$ cat config.mk
export PLATFORM = sky130hd
export DESIGN_NAME = sync_fifo_param
export DESIGN_NICKNAME = d
export VERILOG_FILES = /design/src/rtl/fifo_pkg.sv /design/src/rtl/fifo_mem.sv /design/src/rtl/sync_fifo_param.sv
export SDC_FILE = /design/constraint.sdc
export NUM_CORES = 1
export LEC_CHECK = 0
export BUFFER_PORTS_ARGS = -buffer_cell sky130_fd_sc_hd__buf_2
export CORE_ASPECT_RATIO = 1.4
export CORE_UTILIZATION = 50
export CTS_BUF_LIST = sky130_fd_sc_hd__clkbuf_4
export CTS_CLUSTER_SIZE = 8
export DETAILED_ROUTE_END_ITERATION = 10
export PLACE_DENSITY = 0.75
export SKIP_LAST_GASP = 1
export SLEW_MARGIN = 20
export SYNTH_ARGS = -nofsm -noshare
export SYNTH_HDL_FRONTEND = slang
export SYNTH_SLANG_ARGS = --single-unit
$ cat constraint.sdc
create_clock -name clk -period 3.7 [get_ports clk]
set_input_delay 0.74 -clock clk [delete_from_list [all_inputs] [get_ports clk]]
set_output_delay 0.74 -clock clk [all_outputs]
set_load 0.01 [all_outputs]
$ cat src/rtl/fifo_pkg.sv
// Shared defaults and helpers for the single-clock parametrised FIFO.
package fifo_pkg;

  localparam int DEF_DATA_WIDTH   = 8;
  localparam int DEF_FIFO_DEPTH   = 16;
  localparam int DEF_ALMOST_FULL  = 12;
  localparam int DEF_ALMOST_EMPTY = 2;

  localparam int FIFO_STD  = 0;
  localparam int FIFO_FWFT = 1;

  // Pointer width for a given depth: index bits plus one wrap bit.
  function automatic int addr_width(input int depth);
    int w;
    w = 0;
    for (int i = 0; i < 31; i++) begin
      if ((32'sd1 << i) < depth) begin
        w = i + 1;
      end
    end
    return w + 1;
  endfunction

endpackage

$ cat src/rtl/fifo_mem.sv
// FIFO storage: register array with a synchronous write port and an
// asynchronous read port.
module fifo_mem
  import fifo_pkg::*;
#(
  parameter int data_width = DEF_DATA_WIDTH,
  parameter int fifo_depth = DEF_FIFO_DEPTH,
  parameter int index_bits = addr_width(DEF_FIFO_DEPTH) - 1
) (
  input  logic                  clk,
  input  logic                  i_we,
  input  logic [index_bits-1:0] i_waddr,
  input  logic [data_width-1:0] i_wdata,
  input  logic [index_bits-1:0] i_raddr,
  output logic [data_width-1:0] o_rdata
);

  logic [data_width-1:0] r_mem [fifo_depth];

  // Write port; contents are intentionally left unreset.
  always_ff @(posedge clk) begin
    if (i_we) begin
      r_mem[i_waddr] <= i_wdata;
    end
  end

  assign o_rdata = r_mem[i_raddr];

endmodule

$ cat src/rtl/sync_fifo_param.sv
// Single-clock parametrised FIFO with fill count, almost flags and a
// selectable registered or first-word-fall-through read path.
module sync_fifo_param
  import fifo_pkg::*;
#(
  parameter int data_width          = DEF_DATA_WIDTH,
  parameter int fifo_depth          = DEF_FIFO_DEPTH,
  parameter int address_size        = addr_width(DEF_FIFO_DEPTH),
  parameter int almost_full_thresh  = DEF_ALMOST_FULL,
  parameter int almost_empty_thresh = DEF_ALMOST_EMPTY,
  parameter int fwft_mode           = FIFO_STD
) (
  input  logic                    clk,
  input  logic                    rst,
  input  logic                    wr_en,
  input  logic [data_width-1:0]   wdata,
  input  logic                    rd_en,
  output logic [data_width-1:0]   rdata,
  output logic                    valid,
  output logic                    full,
  output logic                    empty,
  output logic                    almost_full,
  output logic                    almost_empty,
  output logic [address_size-1:0] count,
  output logic                    overflow,
  output logic                    underflow
);

  localparam int IDX_W = address_size - 1;
  localparam logic [address_size-1:0] AF_T = address_size'(almost_full_thresh);
  localparam logic [address_size-1:0] AE_T = address_size'(almost_empty_thresh);
  localparam logic [address_size-1:0] ONE  = address_size'(1);

  logic [address_size-1:0] r_wr_ptr, r_rd_ptr, r_count;
  logic [address_size-1:0] w_wr_ptr_nxt, w_rd_ptr_nxt;
  logic [data_width-1:0]   r_rdata, w_mem_rdata;
  logic                    r_valid, r_overflow, r_underflow;
  logic                    w_full, w_empty, w_wr_acc, w_rd_acc;

  // Full when only the wrap bits differ, empty when the pointers match.
  assign w_full   = (r_wr_ptr[IDX_W] != r_rd_ptr[IDX_W]) &&
                    (r_wr_ptr[IDX_W-1:0] == r_rd_ptr[IDX_W-1:0]);
  assign w_empty  = (r_wr_ptr == r_rd_ptr);
  assign w_wr_acc = wr_en && !w_full;
  assign w_rd_acc = rd_en && !w_empty;

  // Next pointer values from the accept decisions.
  always_comb begin
    w_wr_ptr_nxt = r_wr_ptr;
    w_rd_ptr_nxt = r_rd_ptr;
    if (w_wr_acc) begin
      w_wr_ptr_nxt = r_wr_ptr + ONE;
    end else begin
      w_wr_ptr_nxt = r_wr_ptr;
    end
    if (w_rd_acc) begin
      w_rd_ptr_nxt = r_rd_ptr + ONE;
    end else begin
      w_rd_ptr_nxt = r_rd_ptr;
    end
  end

  // Pointers, occupancy, registered read path and error pulses.
  always_ff @(posedge clk) begin
    if (rst) begin
      r_wr_ptr    <= {address_size{1'b0}};
      r_rd_ptr    <= {address_size{1'b0}};
      r_count     <= {address_size{1'b0}};
      r_rdata     <= {data_width{1'b0}};
      r_valid     <= 1'b0;
      r_overflow  <= 1'b0;
      r_underflow <= 1'b0;
    end else begin
      r_wr_ptr    <= w_wr_ptr_nxt;
      r_rd_ptr    <= w_rd_ptr_nxt;
      r_count     <= w_wr_ptr_nxt - w_rd_ptr_nxt;
      r_valid     <= w_rd_acc;
      r_overflow  <= wr_en && w_full;
      r_underflow <= rd_en && w_empty;
      if (w_rd_acc) begin
        r_rdata <= w_mem_rdata;
      end
    end
  end

  fifo_mem #(
    .data_width (data_width),
    .fifo_depth (fifo_depth),
    .index_bits (IDX_W)
  ) u_mem (
    .clk     (clk),
    .i_we    (w_wr_acc && !rst),
    .i_waddr (r_wr_ptr[IDX_W-1:0]),
    .i_wdata (wdata),
    .i_raddr (r_rd_ptr[IDX_W-1:0]),
    .o_rdata (w_mem_rdata)
  );

  assign rdata        = (fwft_mode == FIFO_FWFT) ? w_mem_rdata : r_rdata;
  assign valid        = (fwft_mode == FIFO_FWFT) ? !w_empty    : r_valid;
  assign full         = w_full;
  assign empty        = w_empty;
  assign almost_full  = (r_count >= AF_T);
  assign almost_empty = (r_count <= AE_T);
  assign count        = r_count;
  assign overflow     = r_overflow;
  assign underflow    = r_underflow;

endmodule
==> metrics, run 1 <==
Placed Cells 524; Setup WS pre-CTS 0.569 ns; number of setup buffers added after CTS 0; share of final-layout standard cells stronger than drive strength 1 0.249; combinational family with the most area after synthesis multiplexers; mean number of vias per cell 5.93; Routed Wire Length 11700 µm; total number of H-tree levels 4; required time at the endpoint of the critical path 4.14 ns; maximum fanout count along the critical path 13; detailed-placement wirelength estimate 7910 µm; number of warnings issued by yosys 0; number of buffers created by CTS 17; Worst Tran Pin Value 0.948 ns; nature of the critical path startpoint flip-flop; final period utilization 0.852; timing startpoint of the critical path r_wr_ptr[2]; setup_tns 0 ns; minimum setup slack among reg-to-reg paths 0.55 ns; number of global-route vias before repair 3453; final core area utilization 0.560; total die area 0.0132 mm²; Main synth FF type edfxtp_1; clock latency on the worst-skew pair 0.53 ns; pin count of the biggest net entering global routing 36; average routed wire per standard cell 21.0 µm; Synth async-reset ratio 0; maximum root-to-sink buffer count 2; CTS tree done; height of the chip 136 µm; global router's overall resource usage 0.190; area of the core 0.0124 mm²; total of fill cells in the finished design 951; setup violation total in the final timing report 0; CP Data Arrival Time 3.59 ns; reg2reg end count[4]; buffering stage count on the worst path with inverters included 1; post-synthesis compound-gate area fraction 0.0534; path depth of the worst reg2reg path 11; worst-case hold path end point rdata[4]; static leakage power 2.34 nW; worst slew slack as a fraction of its limit 0.366; layout net count 415; number of max-slew violations in the final report 0; effective utilization at floorplan 0.515; part of the Yosys area used for sequential elements 0.685; count of vias placed by the detailed router 3305; number of nets still failing antenna checks after routing 0; overall power of the completed layout 3.67 mW; routability cong. 0.807; Crit-path slowest cell dfxtp_1; RSZ-0062 raised after global routing false; parity-gate share of the synthesized area counting xor and xnor cells 0.0230; origin of the critical flop-to-flop path r_wr_ptr[2]; simple-gate portion of the synthesized area 0.0585; buffer cell driving the clock tree root clkbuf_4; Worst-path clk slew 0.15 ns; area taken by multi-input logic gates 0.00181 mm²; average cell area after synthesis 18.0 µm²; maximum vdd drop 0.000217 V; DRT Pass-1 Iters 4; # port buffers 31; hold path startpoint rdata[4]; endpoints failing hold 0; Power per Cell Area 530 mW/mm²; total congestion overflow after global routing 0; antenna violations before repair 1; hold buffer count at CTS 0; Achievable Freq 0.317 GHz; Clock Skew 0.0224 ns; type of the worst min-delay path reg -> reg; crit-path cells xnor2_1 > nand4_1 > buf_4 > o21ai_1 > mux2i_1 > fa_1 > nand3_1 > and2_1 > a221oi_1 > nand4_1 > mux2i_1; Die Span X 97.4 µm; slowest cell delay on critical path 0.58 ns; clock tree sinks 154; Yosys reg bits 154; Std-Cell Rows 48; adder-cell share of the synthesized area 0.0208; minimum setup slack in the final design 0.546 ns; I/O pin total 32; footprint of the flip-flops and latches 0.00437 mm²; number of standard cells in the layout, taps in and fillers out 557; status finished clean; number of enable flip-flop cells after synthesis 128; Max Cap Viol 0; Hold Crit Depth 2; area overhead of the layout relative to synthesis 8.76%; critical path capture point type flip-flop; kind of cell adding the most delay to the critical path simple AND/OR/NAND/NOR gates; DRC violations left 0; number of nets produced by synthesis 376; number of resized instances in the post-cts repair step 0; post-layout min period 3.15 ns; first-pass GRT wire length 18500 µm; iteration-0 DRC count of the detailed router 156; Yosys cell types 47; start-to-end type of the worst setup path reg -> reg; mapped cell area 0.00637 mm²; cell count after synthesis 354; share of synthesized area spent on multiplexers 0.128
[layout by cell type, fill, tap and decap left out, types with 4 or more instances in the layout]
cell type / n
a221oi_1: 6
nor2_1: 26
buf_4: 9
dfxtp_1: 25
inv_1: 6
buf_2: 31
nand2_1: 7
nor2b_1: 5
xnor2_1: 10
ha_1: 9
edfxtp_1: 128
inv_6: 5
o21ai_1: 11
nand4_1: 4
a22o_1: 8
nand3b_1: 9
clkbuf_4: 18
nor3_1: 5
mux4_2: 17
mux4_1: 15
[cell usage after synthesis, types with 4 or more instances]
cell      number  area share
nor3_1         5      0.0039
buf_2          5      0.0039
buf_6          4      0.0071
o21ai_1       11      0.0086
nand4_1        4      0.0039
ha_1           9       0.018
nand3b_1       9       0.011
inv_1          6      0.0035
mux4_2        17       0.060
xnor2_1       10       0.014
nor2b_1        5      0.0049
edfxtp_1     128        0.60
dfxtp_1       26       0.082
a221oi_1       6      0.0083
mux4_1        15       0.062
nor2_1        26       0.015
a22o_1         8       0.011
nand2_1        7      0.0041
[worst min-delay path, cell delays in order (launching register included)]
cell,delay (ns)
dfxtp_1,0.33
nand3b_1,0.07
o21ai_1,0.06
[cell type report]
| class | instances | area share |
|---|---|---|
| diodes | 1 | 0.000361 |
| clock buffers | 18 | 0.0195 |
| clock inverters | 14 | 0.0260 |
| inverters | 6 | 0.00325 |
| multi-input cells | 174 | 0.261 |
| flip-flops and latches | 154 | 0.630 |
| well taps | 150 | 0.0271 |
| repair buffers | 40 | 0.0322 |
[metrics by stage]
step                instance area, µm²  hold slack, ns
detailed placement                6610           0.475
floorplan                         6370           0.498
CTS                               6920           0.495
finish                            6930           0.491
global placement                  6610           0.469
global route                      6930           0.488
[sequential cells by signal, summed over array words and instances (netlist names)]
signal,cells
u_mem.r_mem,128
rdata,8
count,5
r_rd_ptr,5
r_wr_ptr,5
overflow,1
underflow,1
valid,1
[layer usage]
metal,up-vias,share of wire,global-route usage
li1,1506,-,-
met1,1667,0.39,0.222
met2,104,0.54,0.333
met3,28,0.047,0.0444
met4,0,0.026,0.0874
met5,-,0,0
[logic make-up (layout without fill, tap and decap cells)]
group                    Yosys count  count (layout)
flip-flops                       154             154
AND/OR/NAND/NOR                   70              70
AO/OA/AOI/OAI                     43              43
multiplexers                      36              36
buffers and inverters             26              78
XOR/XNOR                          15              15
adder cells (fa/ha/maj)           10              10
other                              0               1
[report_power, final]
group	internal (mW)	leakage, nW	switching, mW
logic	0.295	0.800	0.331
clock network	0.442	0.171	0.641
registers	1.93	1.37	0.0289
[worst max-delay path by stage]
stage,to,slack (ns),depth (start not counted)
floorplan,count[4],1.06,11
global placement,count[4],0.77,13
detailed placement,count[4],0.57,11
CTS,count[4],0.55,11
global route,count[4],0.27,11
finish,count[4],0.55,11
Note: power is estimated with default switching activity, not from simulation.
==> run 2: changes to the inputs <==
--- a/config.mk
+++ b/config.mk
@@ -5,6 +5,7 @@
 export SDC_FILE = /design/constraint.sdc
 export NUM_CORES = 1
 export LEC_CHECK = 0
+export ABC_AREA = 1
 export BUFFER_PORTS_ARGS = -buffer_cell sky130_fd_sc_hd__buf_2
 export CORE_ASPECT_RATIO = 1.4
 export CORE_UTILIZATION = 50
==> metrics, run 2 <==
status complete, but fails checks (was finished clean); violations in the final reports design-rule violations; Routed Wire Length 14000 µm (was 11700 µm); area leader, netlist edfxtp_1 (unchanged); area overhead of the layout relative to synthesis 8.84% (was 8.76%); static leakage power 2.57 nW (was 2.34 nW); setup_tns 0 ns (unchanged); nature of the critical path startpoint flip-flop (unchanged); number of buffers created by CTS 17 (unchanged); average routed wire per standard cell 18.6 µm (was 21.0 µm); global router's overall resource usage 0.221 (was 0.190); clock latency on the worst-skew pair 0.56 ns (was 0.53 ns); maximum root-to-sink buffer count 2 (unchanged); part of the Yosys area used for sequential elements 0.681 (was 0.685); top cells by area, synth edfxtp_1 (60%), dfxtp_1 (8.1%), nor2_1 (6.6%), o21ai_0 (5.6%), o211ai_1 (3.5%) (was edfxtp_1 (60%), dfxtp_1 (8.2%), mux4_1 (6.2%), mux4_2 (6.0%), ha_1 (1.8%)); pin count of the biggest net entering global routing 66 (was 36); path depth of the worst reg2reg path 18 (was 11); number of global-route vias before repair 4107 (was 3453); share of final-layout standard cells stronger than drive strength 1 0.167 (was 0.249); antenna violations before repair 0 (was 1); number of resized instances in the post-cts repair step 0 (unchanged); clock tree sinks 154 (unchanged); start-to-end type of the worst setup path reg -> reg (unchanged); number of nets still failing antenna checks after routing 0 (unchanged); buffer cell driving the clock tree root clkbuf_4 (unchanged); RSZ-0062 raised after global routing false (unchanged); critical path capture point type flip-flop (unchanged); number of setup buffers added after CTS 0 (unchanged); slowest cell delay on critical path 0.57 ns (was 0.58 ns); Synth async-reset ratio 0 (unchanged); type of the worst min-delay path in -> reg (was reg -> reg); timing startpoint of the critical path r_rd_ptr[3] (was r_wr_ptr[2]); maximum vdd drop 0.000206 V (was 0.000217 V); Max Cap Viol 0 (unchanged); Yosys cell types 34 (was 47); number of enable flip-flop cells after synthesis 128 (unchanged); count of vias placed by the detailed router 4401 (was 3305); I/O pin total 32 (unchanged); Worst Tran Pin Value 0.958 ns (was 0.948 ns); total number of H-tree levels 4 (unchanged); cell count after synthesis 558 (was 354); DRT Pass-1 Iters 8 (was 4); number of warnings issued by yosys 0 (unchanged); Crit-path slowest cell dfxtp_1 (unchanged); kind of cell adding the most delay to the critical path simple AND/OR/NAND/NOR gates (unchanged); met2 global-route usage 0.381 (was 0.333); total die area 0.0133 mm² (was 0.0132 mm²); most common cell after layout, fill and taps aside edfxtp_1 (unchanged); critical path depth in cells 18 (was 11); first-pass GRT wire length 21500 µm (was 18500 µm); Achievable Freq 0.323 GHz (was 0.317 GHz); Main synth FF type edfxtp_1 (unchanged); Die Span X 97.7 µm (was 97.4 µm); reg2reg end count[4] (unchanged); setup violation total in the final timing report 0 (unchanged); Std-Cell Rows 48 (unchanged); layer with the highest usage met2 (unchanged); leading cell types by count after synthesis edfxtp_1 (128), nor2_1 (112), o21ai_0 (72), nand2_1 (48), o211ai_1 (30) (was edfxtp_1 (128), dfxtp_1 (26), nor2_1 (26), mux4_2 (17), mux4_1 (15)); most used cell, CP nand2_1; number of nets produced by synthesis 580 (was 376); CP Data Arrival Time 3.56 ns (was 3.59 ns); effective utilization at floorplan 0.516 (was 0.515); detailed-placement wirelength estimate 8960 µm (was 7910 µm); mean number of vias per cell 5.81 (was 5.93); number of max-slew violations in the final report 0 (unchanged); area of the core 0.0124 mm² (about the same); final period utilization 0.836 (was 0.852); minimum setup slack in the final design 0.607 ns (was 0.546 ns); average cell area after synthesis 11.5 µm² (was 18.0 µm²); met1 track demand over resource in global routing 0.256 (was 0.222); Clock Skew 0.0113 ns (was 0.0224 ns); iteration-0 DRC count of the detailed router 335 (was 156); GR Layer Usage met3 0.0468 (was 0.0444); height of the chip 136 µm (about the same); max FFs per register 128 (unchanged); most common cell in the synthesized netlist edfxtp_1 (unchanged); overall power of the completed layout 3.93 mW (was 3.67 mW); crit-path cells inv_1 > nand2_1 > nand2_1 > nor2_4 > nand3_2 > nand2_4 > inv_4 > nand2_1 > nand2_1 > inv_1 > ha_1 > inv_1 > fa_1 > nand2_1 > a21oi_1 > or2_2 > a21oi_1 > nor2_1 (was xnor2_1 > nand4_1 > buf_4 > o21ai_1 > mux2i_1 > fa_1 > nand3_1 > and2_1 > a221oi_1 > nand4_1 > mux2i_1); origin of the critical flop-to-flop path r_rd_ptr[3] (was r_wr_ptr[2]); buffering stage count on the worst path with inverters included 4 (was 1); critical path endpoint count[4] (unchanged); Setup WS pre-CTS 0.703 ns (was 0.569 ns); total congestion overflow after global routing 0 (unchanged); # port buffers 31 (unchanged); Worst-path clk slew 0.13 ns (was 0.15 ns); Yosys reg bits 154 (unchanged); layout net count 615 (was 415); maximum fanout count along the critical path 18 (was 13); most flop-heavy register u_mem.r_mem (unchanged); CTS tree done (unchanged); hold buffer count at CTS 0 (unchanged); endpoints failing hold 0 (unchanged); minimum setup slack among reg-to-reg paths 0.61 ns (was 0.55 ns); required time at the endpoint of the critical path 4.16 ns (was 4.14 ns); Yosys top cell area share 0.600 (was 0.604); Power per Cell Area 563 mW/mm² (was 530 mW/mm²); post-layout min period 3.09 ns (was 3.15 ns); routability cong. 0.910 (was 0.807); mapped cell area 0.00641 mm² (was 0.00637 mm²); DRC violations left 24 (was 0); worst slew slack as a fraction of its limit 0.359 (was 0.366); most frequent cells in the layout edfxtp_1 (128), nor2_1 (112), o21ai_0 (72) (was edfxtp_1 (128), buf_2 (31), nor2_1 (26))
==> run 2: how the worst min path moves through the flow <==
stage / cells past startpoint / start / to / slack (ns)
detailed placement: 2 / rdata[7] / rdata[7] / 0.50
floorplan: 2 / rdata[0] / rdata[0] / 0.53
CTS: 3 / rd_en / underflow / 0.41
finish: 3 / rd_en / underflow / 0.44
global route: 3 / rd_en / underflow / 0.42
global placement: 2 / rdata[3] / rdata[3] / 0.50
==> run 2: per-stage QoR <==
| step | area [µm²] | util | cells | hold WS (ns) |
|---|---|---|---|---|
| 2_1_floorplan | 6410 | - | 558 | 0.529 |
| 3_3_place_gp | 6720 | 0.540 | 724 | 0.502 |
| 3_5_place_dp | 6720 | 0.540 | 724 | 0.504 |
| 4_1_cts | 6970 | 0.561 | 756 | 0.412 |
| 5_1_grt | 6970 | 0.561 | 756 | 0.415 |
| 6_report | 6980 | 0.561 | 757 | 0.443 |
==> run 2: area by class of cell <==
type	count	area, µm²
multi-input cells	336	1750
flip-flops and latches	154	4370
diodes	1	2.50
fillers	1025	5460
well taps	150	188
clock inverters	15	131
repair buffers	45	260
clock buffers	17	128
inverters	39	149
==> run 2: routing by layer <==
layer | part of all wire | wire length (µm) | vias up
met5 | 0 | 0 | -
met3 | 0.060 | 844 | 40
li1 | - | - | 2045
met4 | 0.033 | 470 | 0
met2 | 0.52 | 7270 | 193
met1 | 0.39 | 5470 | 2123
==> run 2: report_power, final <==
group | total, mW | switching [mW] | internal [mW] | leakage [nW]
combinational | 0.948 | 0.634 | 0.313 | 1.07
sequential | 2.03 | 0.0677 | 1.97 | 1.37
clock | 0.949 | 0.659 | 0.290 | 0.131
total | 3.93 | 1.36 | 2.57 | 2.57
==> run 2: worst min-delay path, stage by stage <==
cell	delay (ns)
buf_2	0.13
nand2_1	0.07
nor2_1	0.04
==> run 2: kinds of logic after synthesis <==
family,synth area share
fa+ha+maj,0.0207
compound gates,0.113
flops,0.681
simple gates,0.129
xor+xnor,0.0107
buf+inv,0.0457
